## src/rtl/attn_sram_pkg.sv

```systemverilog
// Shared types and constants for the attention-score SRAM row streamer.
// No datapath logic lives here.
package attn_sram_pkg;

  typedef enum logic [1:0] {
    IDLE  = 2'd0,
    ISSUE = 2'd1,
    DRAIN = 2'd2
  } rs_state_e;

  localparam int SRAM_RD_LAT = 2;

  // Width that holds outstanding reads plus buffered words without overflow.
  function automatic int credit_w(input int depth);
    return $clog2(depth) + 2;
  endfunction

endpackage

```

## src/rtl/attn_sync_fifo.sv

```systemverilog
// Return-word buffer, DATA_W x DEPTH, flop storage; head is read from registered state.
// Zero-cycle pop visibility; a push while full is dropped (callers must never do it).
module attn_sync_fifo #(
  parameter int DATA_W = 32,
  parameter int DEPTH  = 4,
  localparam int AW = $clog2(DEPTH),
  localparam int CW = AW + 1
) (
  input  logic              clk,
  input  logic              rst_n,
  input  logic              push_i,
  input  logic [DATA_W-1:0] push_dat_i,
  input  logic              pop_i,
  output logic [DATA_W-1:0] head_dat_o,
  output logic [CW-1:0]     count_o,
  output logic              empty_o,
  output logic              full_o
);

  logic [DATA_W-1:0] mem_q [DEPTH];
  logic [AW-1:0]     wr_ptr_q, rd_ptr_q;
  logic [CW-1:0]     count_q;
  logic              do_push, do_pop;

  assign empty_o    = (count_q == '0);
  assign full_o     = (count_q == CW'(DEPTH));
  assign do_push    = push_i && !full_o;
  assign do_pop     = pop_i && !empty_o;
  assign count_o    = count_q;
  assign head_dat_o = mem_q[rd_ptr_q];

  always_ff @(posedge clk or negedge rst_n) begin
    if (!rst_n) begin
      for (int i = 0; i < DEPTH; i++) mem_q[i] <= '0;
      wr_ptr_q <= '0;
      rd_ptr_q <= '0;
      count_q  <= '0;
    end else begin
      if (do_push) begin
        mem_q[wr_ptr_q] <= push_dat_i;
        wr_ptr_q        <= wr_ptr_q + AW'(1);
      end
      if (do_pop) rd_ptr_q <= rd_ptr_q + AW'(1);
      count_q <= count_q + CW'(do_push) - CW'(do_pop);
    end
  end

endmodule

```

## src/rtl/attn_sram_row_streamer.sv

```systemverilog
// Strided SRAM burst reader feeding a valid/ready stream; first word 4 cycles after cmd accept.
// Reads are credit-limited so outstanding + buffered never exceeds FIFO_DEPTH; out_ready=0 stalls issue.
module attn_sram_row_streamer
  import attn_sram_pkg::*;
#(
  parameter int ADDR_W     = 10,
  parameter int DATA_W     = 32,
  parameter int LEN_W      = 8,
  parameter int FIFO_DEPTH = 4
) (
  input  logic              clk,
  input  logic              rst_n,
  input  logic              cmd_valid,
  output logic              cmd_ready,
  input  logic [ADDR_W-1:0] cmd_base,
  input  logic [ADDR_W-1:0] cmd_stride,
  input  logic [LEN_W-1:0]  cmd_len,
  output logic              sram_en,
  output logic              sram_re,
  output logic [ADDR_W-1:0] sram_addr,
  input  logic [DATA_W-1:0] sram_rdata,
  input  logic              sram_rvalid,
  output logic              out_valid,
  input  logic              out_ready,
  output logic [DATA_W-1:0] out_data,
  output logic              out_last,
  output logic              busy,
  output logic              done
);

  localparam int CW = $clog2(FIFO_DEPTH) + 1;
  localparam int SW = credit_w(FIFO_DEPTH);

  rs_state_e         state_q, state_d;
  logic [ADDR_W-1:0] addr_q, addr_d, stride_q, stride_d;
  logic [LEN_W-1:0]  issue_left_q, issue_left_d, beats_left_q, beats_left_d;
  logic [1:0]        outstanding_q, outstanding_d;
  logic              done_q, done_d;

  logic [CW-1:0] fifo_count;
  logic          fifo_empty, fifo_full;
  logic [SW-1:0] inflight;
  logic          issue, rv_accept, out_hs, cmd_hs;

  assign inflight  = SW'(outstanding_q) + SW'(fifo_count);
  assign issue     = (state_q == ISSUE) && (issue_left_q != '0) && (inflight < SW'(FIFO_DEPTH));
  // Returns with nothing outstanding belong to a burst killed by reset.
  assign rv_accept = sram_rvalid && (outstanding_q != 2'd0);
  assign out_valid = !fifo_empty;
  assign out_hs    = out_valid && out_ready;
  assign cmd_ready = rst_n && (state_q == IDLE);
  assign cmd_hs    = cmd_valid && cmd_ready;
  assign sram_en   = issue;
  assign sram_re   = issue;
  assign sram_addr = issue ? addr_q : '0;
  assign out_last  = out_valid && (beats_left_q == LEN_W'(1));
  assign busy      = (state_q != IDLE);
  assign done      = done_q;

  always_comb begin
    state_d       = state_q;
    addr_d        = addr_q;
    stride_d      = stride_q;
    issue_left_d  = issue_left_q;
    beats_left_d  = beats_left_q;
    done_d        = 1'b0;
    outstanding_d = outstanding_q + 2'(issue) - 2'(rv_accept);
    if (out_hs) beats_left_d = beats_left_q - LEN_W'(1);
    case (state_q)
      IDLE: begin
        if (cmd_hs) begin
          addr_d       = cmd_base;
          stride_d     = cmd_stride;
          issue_left_d = cmd_len;
          beats_left_d = cmd_len;
          if (cmd_len != '0) state_d = ISSUE;
          else               done_d  = 1'b1;
        end
      end
      ISSUE: begin
        if (issue) begin
          addr_d       = addr_q + stride_q;
          issue_left_d = issue_left_q - LEN_W'(1);
          if (issue_left_q == LEN_W'(1)) state_d = DRAIN;
        end
      end
      DRAIN: begin
        // Leave on the final handshake itself so done lands in the very next cycle.
        if ((beats_left_q == '0) || (out_hs && beats_left_q == LEN_W'(1))) begin
          state_d = IDLE;
          done_d  = 1'b1;
        end
      end
      default: state_d = IDLE;
    endcase
  end

  always_ff @(posedge clk or negedge rst_n) begin
    if (!rst_n) begin
      state_q       <= IDLE;
      addr_q        <= '0;
      stride_q      <= '0;
      issue_left_q  <= '0;
      beats_left_q  <= '0;
      outstanding_q <= '0;
      done_q        <= 1'b0;
    end else begin
      state_q       <= state_d;
      addr_q        <= addr_d;
      stride_q      <= stride_d;
      issue_left_q  <= issue_left_d;
      beats_left_q  <= beats_left_d;
      outstanding_q <= outstanding_d;
      done_q        <= done_d;
    end
  end

  attn_sync_fifo #(
    .DATA_W(DATA_W),
    .DEPTH (FIFO_DEPTH)
  ) u_fifo (
    .clk       (clk),
    .rst_n     (rst_n),
    .push_i    (rv_accept),
    .push_dat_i(sram_rdata),
    .pop_i     (out_hs),
    .head_dat_o(out_data),
    .count_o   (fifo_count),
    .empty_o   (fifo_empty),
    .full_o    (fifo_full)
  );

  a_no_overflow: assert property (@(posedge clk) disable iff (!rst_n) !(rv_accept && fifo_full));
  a_rd_lat: assert property (@(posedge clk) disable iff (!rst_n) outstanding_q <= 2'(SRAM_RD_LAT));

endmodule

```

## config.mk

```make
export PLATFORM = sky130hd
export DESIGN_NAME = attn_sram_row_streamer
export DESIGN_NICKNAME = d
export VERILOG_FILES = /design/src/rtl/attn_sram_pkg.sv /design/src/rtl/attn_sync_fifo.sv /design/src/rtl/attn_sram_row_streamer.sv
export SDC_FILE = /design/constraint.sdc
export NUM_CORES = 1
export LEC_CHECK = 0
export CORE_MARGIN = 2
export CORE_UTILIZATION = 60
export CTS_CLUSTER_SIZE = 20
export DETAILED_ROUTE_END_ITERATION = 7
export DONT_BUFFER_PORTS = 1
export PLACE_DENSITY = 0.76
export SYNTH_ARGS = -nofsm -noshare
export SYNTH_HDL_FRONTEND = slang
export SYNTH_SLANG_ARGS = --single-unit
export TNS_END_PERCENT = 20
```

## constraint.sdc

```tcl
create_clock -name clk -period 5.6 [get_ports clk]
set_input_delay 1.12 -clock clk [delete_from_list [all_inputs] [get_ports clk]]
set_output_delay 1.12 -clock clk [all_outputs]
set_load 0.02 [all_outputs]
```

After elaboration in Yosys (flattened, before gate mapping):

Cells that the tools add are included.

* add/sub/neg operators: 10
* reduce and logical (&&, ||, !) cells: 25
* bitwise operators: 2
* $lt $le $gt $ge: 4
* mux-type cells: 26
* equal/unequal tests: 10

Operator list (number)
* $bwmux W128: 1
* $mux W32: 3
* $bmux W32 S2: 1
* $demux W32 S2: 1
* $mux W8: 5
* $mux W10: 3
* $pmux W10 S2: 1
* $eq A8 B1 Y1 const B: 2
* $pmux W8 S2: 1
* $reduce_bool A8 Y1: 2
* $sub A8 B1 Y8 const B: 2
* $logic_and A1 B1 Y1: 11
* $add A10 B10 Y10: 1
* $mux W2: 5
* $logic_not A8 Y1: 1
* $ge A3 B3 Y1 const B: 2
* $ne A2 B2 Y1 const B: 3
* $not A2 Y3: 2
* $pmux W2 S3: 1
* $reduce_bool A2 Y1: 3
* $reduce_and A5 Y1: 1
* $add A2 B1 Y2 const B: 2
* $add A2 B3 Y4: 1
* $lt A4 B3 Y1 const B: 1
* 17 further kinds: 21

* input bits: 65
* output and inout port bits: 49
* flip-flop bits (word level): 176

Depth between registers and ports, before layout:

* depth in word-level cells: 7
* gate-level depth with buffers: 10
* gate-level depth less buffers: 10

By module:

Synthesis repeated with hierarchy kept, for this count alone.

* cells, all modules: 1117
* area, all modules: 11820.1 µm²

Modules (own cells, without submodules)
* attn_sync_fifo: area each 9226.3 µm², cells an instance 832, times used 1
* attn_sram_row_streamer: area each 2593.7 µm², cells an instance 285, times used 1

Worst setup path before layout:

OpenSTA, ideal clock, no wires.

* path kind: reg2out
* from: register issue_left_q[0]
* to: output port sram_addr[0]
* arrival time: 1909 ps
* setup slack: 2571 ps
* stages on the path, launching flop included: 7
* required time: 4480 ps
* path buffers: 1
* path through: dfrtp_1 -> inv_1 -> ha_1 -> or3b_1 -> o2111a_2 -> clkbuf_1 -> and2_1

* longest elaborated chain between the ends: 4

Ends and longest elaborated chain
* start, declared: line attn_sram_row_streamer.sv:36 `logic [LEN_W-1:0] issue_left_q, issue_left_d, beats_left_q, beats_left_d;`
* start signal, assigned: line attn_sram_row_streamer.sv:111 `issue_left_q <= issue_left_d;`
* $reduce_bool A8 Y1: line attn_sram_row_streamer.sv:46 `assign issue = (state_q == ISSUE) && (issue_left_q != '0) && (inflight < SW'(FIFO_DEPTH));`
* $logic_and A1 B1 Y1 (2 in series): line attn_sram_row_streamer.sv:46
* net sram_en: line attn_sram_row_streamer.sv:18 `output logic sram_en,`
* $mux W10: line attn_sram_row_streamer.sv:55 `assign sram_addr = issue ? addr_q : '0;`
* end, declared: line attn_sram_row_streamer.sv:20 `output logic [ADDR_W-1:0] sram_addr,`

The timed path passes the listed nets, and every way through them passes these cells.

Worst setup path in the final report:

* from: register issue_left_q[1]
* to: output port sram_addr[5]

Same word-level chain as after synthesis.

==> results.yml <==
cts:
  clockRootBuffer: "sky130_fd_sc_hd__clkbuf_16"
  cts_made_buffers: 17
  cts_post_setup_buffers_inserted: 0
  htreeDepth: 4
  tritoncts: "done"
  ctsHoldBuffers: 0
  clk_transition_reported_paths_ns: 0.06
  max_buffers_root_to_sink: 2
  cts_resized: 0
  insertion_delay_ns: 0.42
  cts_sinks: 176
timing:
  tightestPinTransition_ns: 1.037
  max_clock_freq_ghz: 0.2845
  hold_viol: 0
  min_period_over_period: 0.6277
  max-slew-margin-rel: 0.3088
  slew_violations: 0
  setup_repair_after_global_routing_missed_its_margin: "false"
  layout_min_cycle_time_ns: 3.515
  fin_skew_ns: 0.006149
  final-setup-viol-count: 0
  sum_of_negative_setup_slack_ns: 0
floorplanning:
  core_region_area_sq_um: 13830
  fp-row-count: 43
  die-height_um: 122.6
  fp.dieW_um: 122.6
  io_pins: 114
  die-area_sq_um: 15020
  start_util: 0.6100
detailed_routing:
  route.detailed.wl_per_inst_um: 19.79
  vias_per_cell: 6.035
  detail_route.iter0.violations: 287
  routed_wire_length_mm: 16.45
  drt_pass1_iterations: 4
  detail-route-antenna-nets: 0
  post-route-drc-count: 0
  dr_total_vias: 5015
yosys:
  syn_nets: 735
  dominantRegCellSynth: "sky130_fd_sc_hd__dfrtp_1"
  syn-cell-area_sq_um: 8434
  synthCells: 646
  yosys_register_bits: 176
  seq_area_frac_synth: 0.5222
  avgSynthCellArea_sq_um: 13.06
  post_synth_num_cell_types: 45
  share_of_async_settable_or_async_resettable_flops_after_synthesis: 1.000
  ys.warnings.count: 0
  synth_edf_count: 0
cells_and_area:
  final.fill_count: 1006
  layout-drive-gt1-share: 0.3195
  flow.area_growth_from_synthesis_pct: 7.936
  insertedDiodeCount: 0
  num-nets-final: 728
  stdcell_count: 831
  fin_util: 0.6584
power:
  fraction_of_power_consumed_by_sequential_logic: 0.390
  cell_internal_pwr_mw: 3.775
  combPwrFrac: 0.429
  clockPowerShare: 0.181
  peakVddDrop_mv: 0.2997
  p_sw_mw: 2.193
  power_density_nw_per_um2: 655.6
  p_leak_nw: 3.967
  swShare: 0.3674
placement:
  port-buffer-count: 0
  placed_cells_incl_taps: 800
  finalWeightedCongestion: 0.8548
  post-dp-hpwl_mm: 11.06
flow_run:
  max-cap-violations: 0
min_path:
  hp-class: "input pin to async pin"
setup_path:
  critical-path-slowest-cell: "sky130_fd_sc_hd__o2111a_2"
  cp_top_family: "simple AND/OR/NAND/NOR gates"
  cpPeakStageDelay_ns: 0.51
  path_class: "flop to output pin"
  cp_num_cells: 5
  cp_cell_sequence: "inv_1 > ha_1 > or3b_1 > o2111a_2 > and2_1"
  worst-path-buf-inv: 1
  timing.critical_path.arrival_ns: 2.40
  reg2reg_depth: 8
  cp.required_ns: 4.48
  timing.critical_path.to_type: "output pin"
  crit_fanout: 17
  cp-start-kind: "flop"
global_route:
  grt_use_total: 0.2309
  grt.overflow.total: 0
  antenna_found_initial: 0
  grt_first_pass_wirelength_mm: 26.26
  first_global_vias: 5271
  pin_count_of_the_biggest_net_entering_global_routing: 178
outcome:
  status: "finished, final reports clean"
sequential cells by signal, summed over array words and instances, names as in the netlist:
register	count
u_fifo.mem_q	128
addr_q	10
stride_q	10
beats_left_q	8
issue_left_q	8
u_fifo.count_o	3
outstanding_q	2
state_q	2
u_fifo.rd_ptr_q	2
u_fifo.wr_ptr_q	2
done	1
cell families (layout without fill, tap and decap cells):
logic type / count (synthesis) / count (layout) / synth area share
adders and majority gates: 24 / 24 / 0.03738
buffers and inverters: 51 / 56 / 0.02655
AOI/OAI and AO/OA: 73 / 73 / 0.05251
DFF: 176 / 176 / 0.5222
xor gates and xnor gates: 19 / 19 / 0.01973
and+or+nand+nor: 135 / 135 / 0.07491
muxes: 168 / 168 / 0.2667
worst register-to-register path, delay by kind of cell (launching register included):
family | cells | cell delay [ns]
AND/OR/NAND/NOR | 3 | 0.97
buffers and inverters | 1 | 0.12
multiplexers | 1 | 0.35
flip-flops | 1 | 0.38
adder cells (fa/ha/maj) | 1 | 0.19
AO/OA/AOI/OAI | 2 | 0.58
metal layers:
metal / track usage / share of wire / routed length, um
met1: 0.2819 / 0.41 / 6728
met2: 0.3920 / 0.52 / 8614
met3: 0.06877 / 0.052 / 858
met4: 0.08046 / 0.015 / 244
met5: 0 / 0 / 0
worst paths after layout:
check / from / slack [ns] / end
worst max-delay path: issue_left_q[1]$_DFFE_PN0P_ / 2.08 / sram_addr[5]
worst max register to register: issue_left_q[1]$_DFFE_PN0P_ / 2.90 / addr_q[9]$_DFFE_PN0P_
worst min register to register: stride_q[4]$_DFFE_PN0P_ / 0.48 / stride_q[4]$_DFFE_PN0P_
worst min-delay path: rst_n / 0.39 / u_fifo.mem_q[106]$_DFFE_PN0P_
min in group clk: stride_q[4]$_DFFE_PN0P_ / 0.48 / stride_q[4]$_DFFE_PN0P_
max in group asynchronous: rst_n / 4.84 / state_q[1]$_DFFE_PN0P_
cell usage after synthesis (2+ instances only):
cell type	number	area share
sky130_fd_sc_hd__o21ai_0	32	0.019
sky130_fd_sc_hd__nand3_1	4	0.0024
sky130_fd_sc_hd__mux4_2	32	0.085
sky130_fd_sc_hd__mux2i_1	5	0.0059
sky130_fd_sc_hd__nor2_1	22	0.0098
sky130_fd_sc_hd__nor3_1	9	0.0053
sky130_fd_sc_hd__o21bai_1	2	0.0018
sky130_fd_sc_hd__nand2b_1	4	0.0030
sky130_fd_sc_hd__o22ai_1	2	0.0015
sky130_fd_sc_hd__nor2b_1	3	0.0022
sky130_fd_sc_hd__a21oi_1	19	0.011
sky130_fd_sc_hd__ha_1	22	0.033
sky130_fd_sc_hd__xnor2_1	15	0.016
sky130_fd_sc_hd__buf_4	2	0.0018
sky130_fd_sc_hd__and2_1	10	0.0074
sky130_fd_sc_hd__clkbuf_1	12	0.0053
sky130_fd_sc_hd__mux2_2	130	0.17
sky130_fd_sc_hd__fa_1	2	0.0047
sky130_fd_sc_hd__a211oi_1	5	0.0045
sky130_fd_sc_hd__or4_1	2	0.0018
sky130_fd_sc_hd__or3_1	4	0.0030
sky130_fd_sc_hd__buf_2	20	0.012
sky130_fd_sc_hd__inv_1	17	0.0076
sky130_fd_sc_hd__nor4_1	6	0.0045
sky130_fd_sc_hd__xor2_1	4	0.0042
sky130_fd_sc_hd__nor3b_1	2	0.0018
sky130_fd_sc_hd__a21o_1	2	0.0018
sky130_fd_sc_hd__dfrtp_1	176	0.52
sky130_fd_sc_hd__nand2_1	65	0.029
area by class of cell:
| class | instances | area [sq um] | share of cell area |
|---|---|---|---|
| inverter | 17 | 63.81 | 0.007009 |
| clock buffer | 22 | 484.2 | 0.05319 |
| clock inverter | 9 | 58.81 | 0.006460 |
| multi-input combinational | 419 | 3806 | 0.4181 |
| sequential | 176 | 4405 | 0.4839 |
| tap | 180 | 225.2 | 0.02474 |
| timing repair buffer | 8 | 60.06 | 0.006597 |
cells in the final DEF (no fill, tap or decap), types with 2 or more instances in the layout:
cell	synthesis	routed
sky130_fd_sc_hd__nor3b_1	2	2
sky130_fd_sc_hd__xnor2_1	15	15
sky130_fd_sc_hd__nand2b_1	4	4
sky130_fd_sc_hd__clkinvlp_4	0	4
sky130_fd_sc_hd__nand2_1	65	65
sky130_fd_sc_hd__xor2_1	4	4
sky130_fd_sc_hd__or3_1	4	4
sky130_fd_sc_hd__mux4_2	32	32
sky130_fd_sc_hd__buf_4	2	8
sky130_fd_sc_hd__and2_1	10	10
sky130_fd_sc_hd__o22ai_1	2	2
sky130_fd_sc_hd__clkbuf_16	0	17
sky130_fd_sc_hd__clkbuf_8	0	4
sky130_fd_sc_hd__fa_1	2	2
sky130_fd_sc_hd__nor2_1	22	22
sky130_fd_sc_hd__a21o_1	2	2
sky130_fd_sc_hd__clkinv_2	0	4
sky130_fd_sc_hd__or4_1	2	2
sky130_fd_sc_hd__a211oi_1	5	5
sky130_fd_sc_hd__a21oi_1	19	19
sky130_fd_sc_hd__ha_1	22	22
sky130_fd_sc_hd__nor4_1	6	6
sky130_fd_sc_hd__o21ai_0	32	32
sky130_fd_sc_hd__inv_1	17	17
sky130_fd_sc_hd__o21bai_1	2	2
sky130_fd_sc_hd__mux2_2	130	130
sky130_fd_sc_hd__nor3_1	9	9
sky130_fd_sc_hd__nor2b_1	3	3
sky130_fd_sc_hd__mux2i_1	5	5
sky130_fd_sc_hd__nand3_1	4	4
sky130_fd_sc_hd__dfrtp_1	176	175
metrics by stage:
step	power [mW]	worst slack [ns]	area [sq um]	hold slack, ns
floorplan	4.431	2.571	8434	0.4497
global placement	4.769	2.603	8561	0.4666
detailed placement	4.933	2.539	8561	0.4703
CTS	6.025	2.072	9104	0.3738
global route	6.348	1.947	9104	0.3656
finish	5.968	2.085	9104	0.3904
power by group through the flow:
stage	Clock, mW	Combinational [mW]	Sequential, mW
detailed placement	0	2.59	2.35
global route	1.16	2.78	2.41
floorplan	0	2.25	2.18
CTS	1.10	2.60	2.33
global placement	0	2.47	2.29
finish	1.08	2.56	2.33
Power figures use the tool's default switching activity.
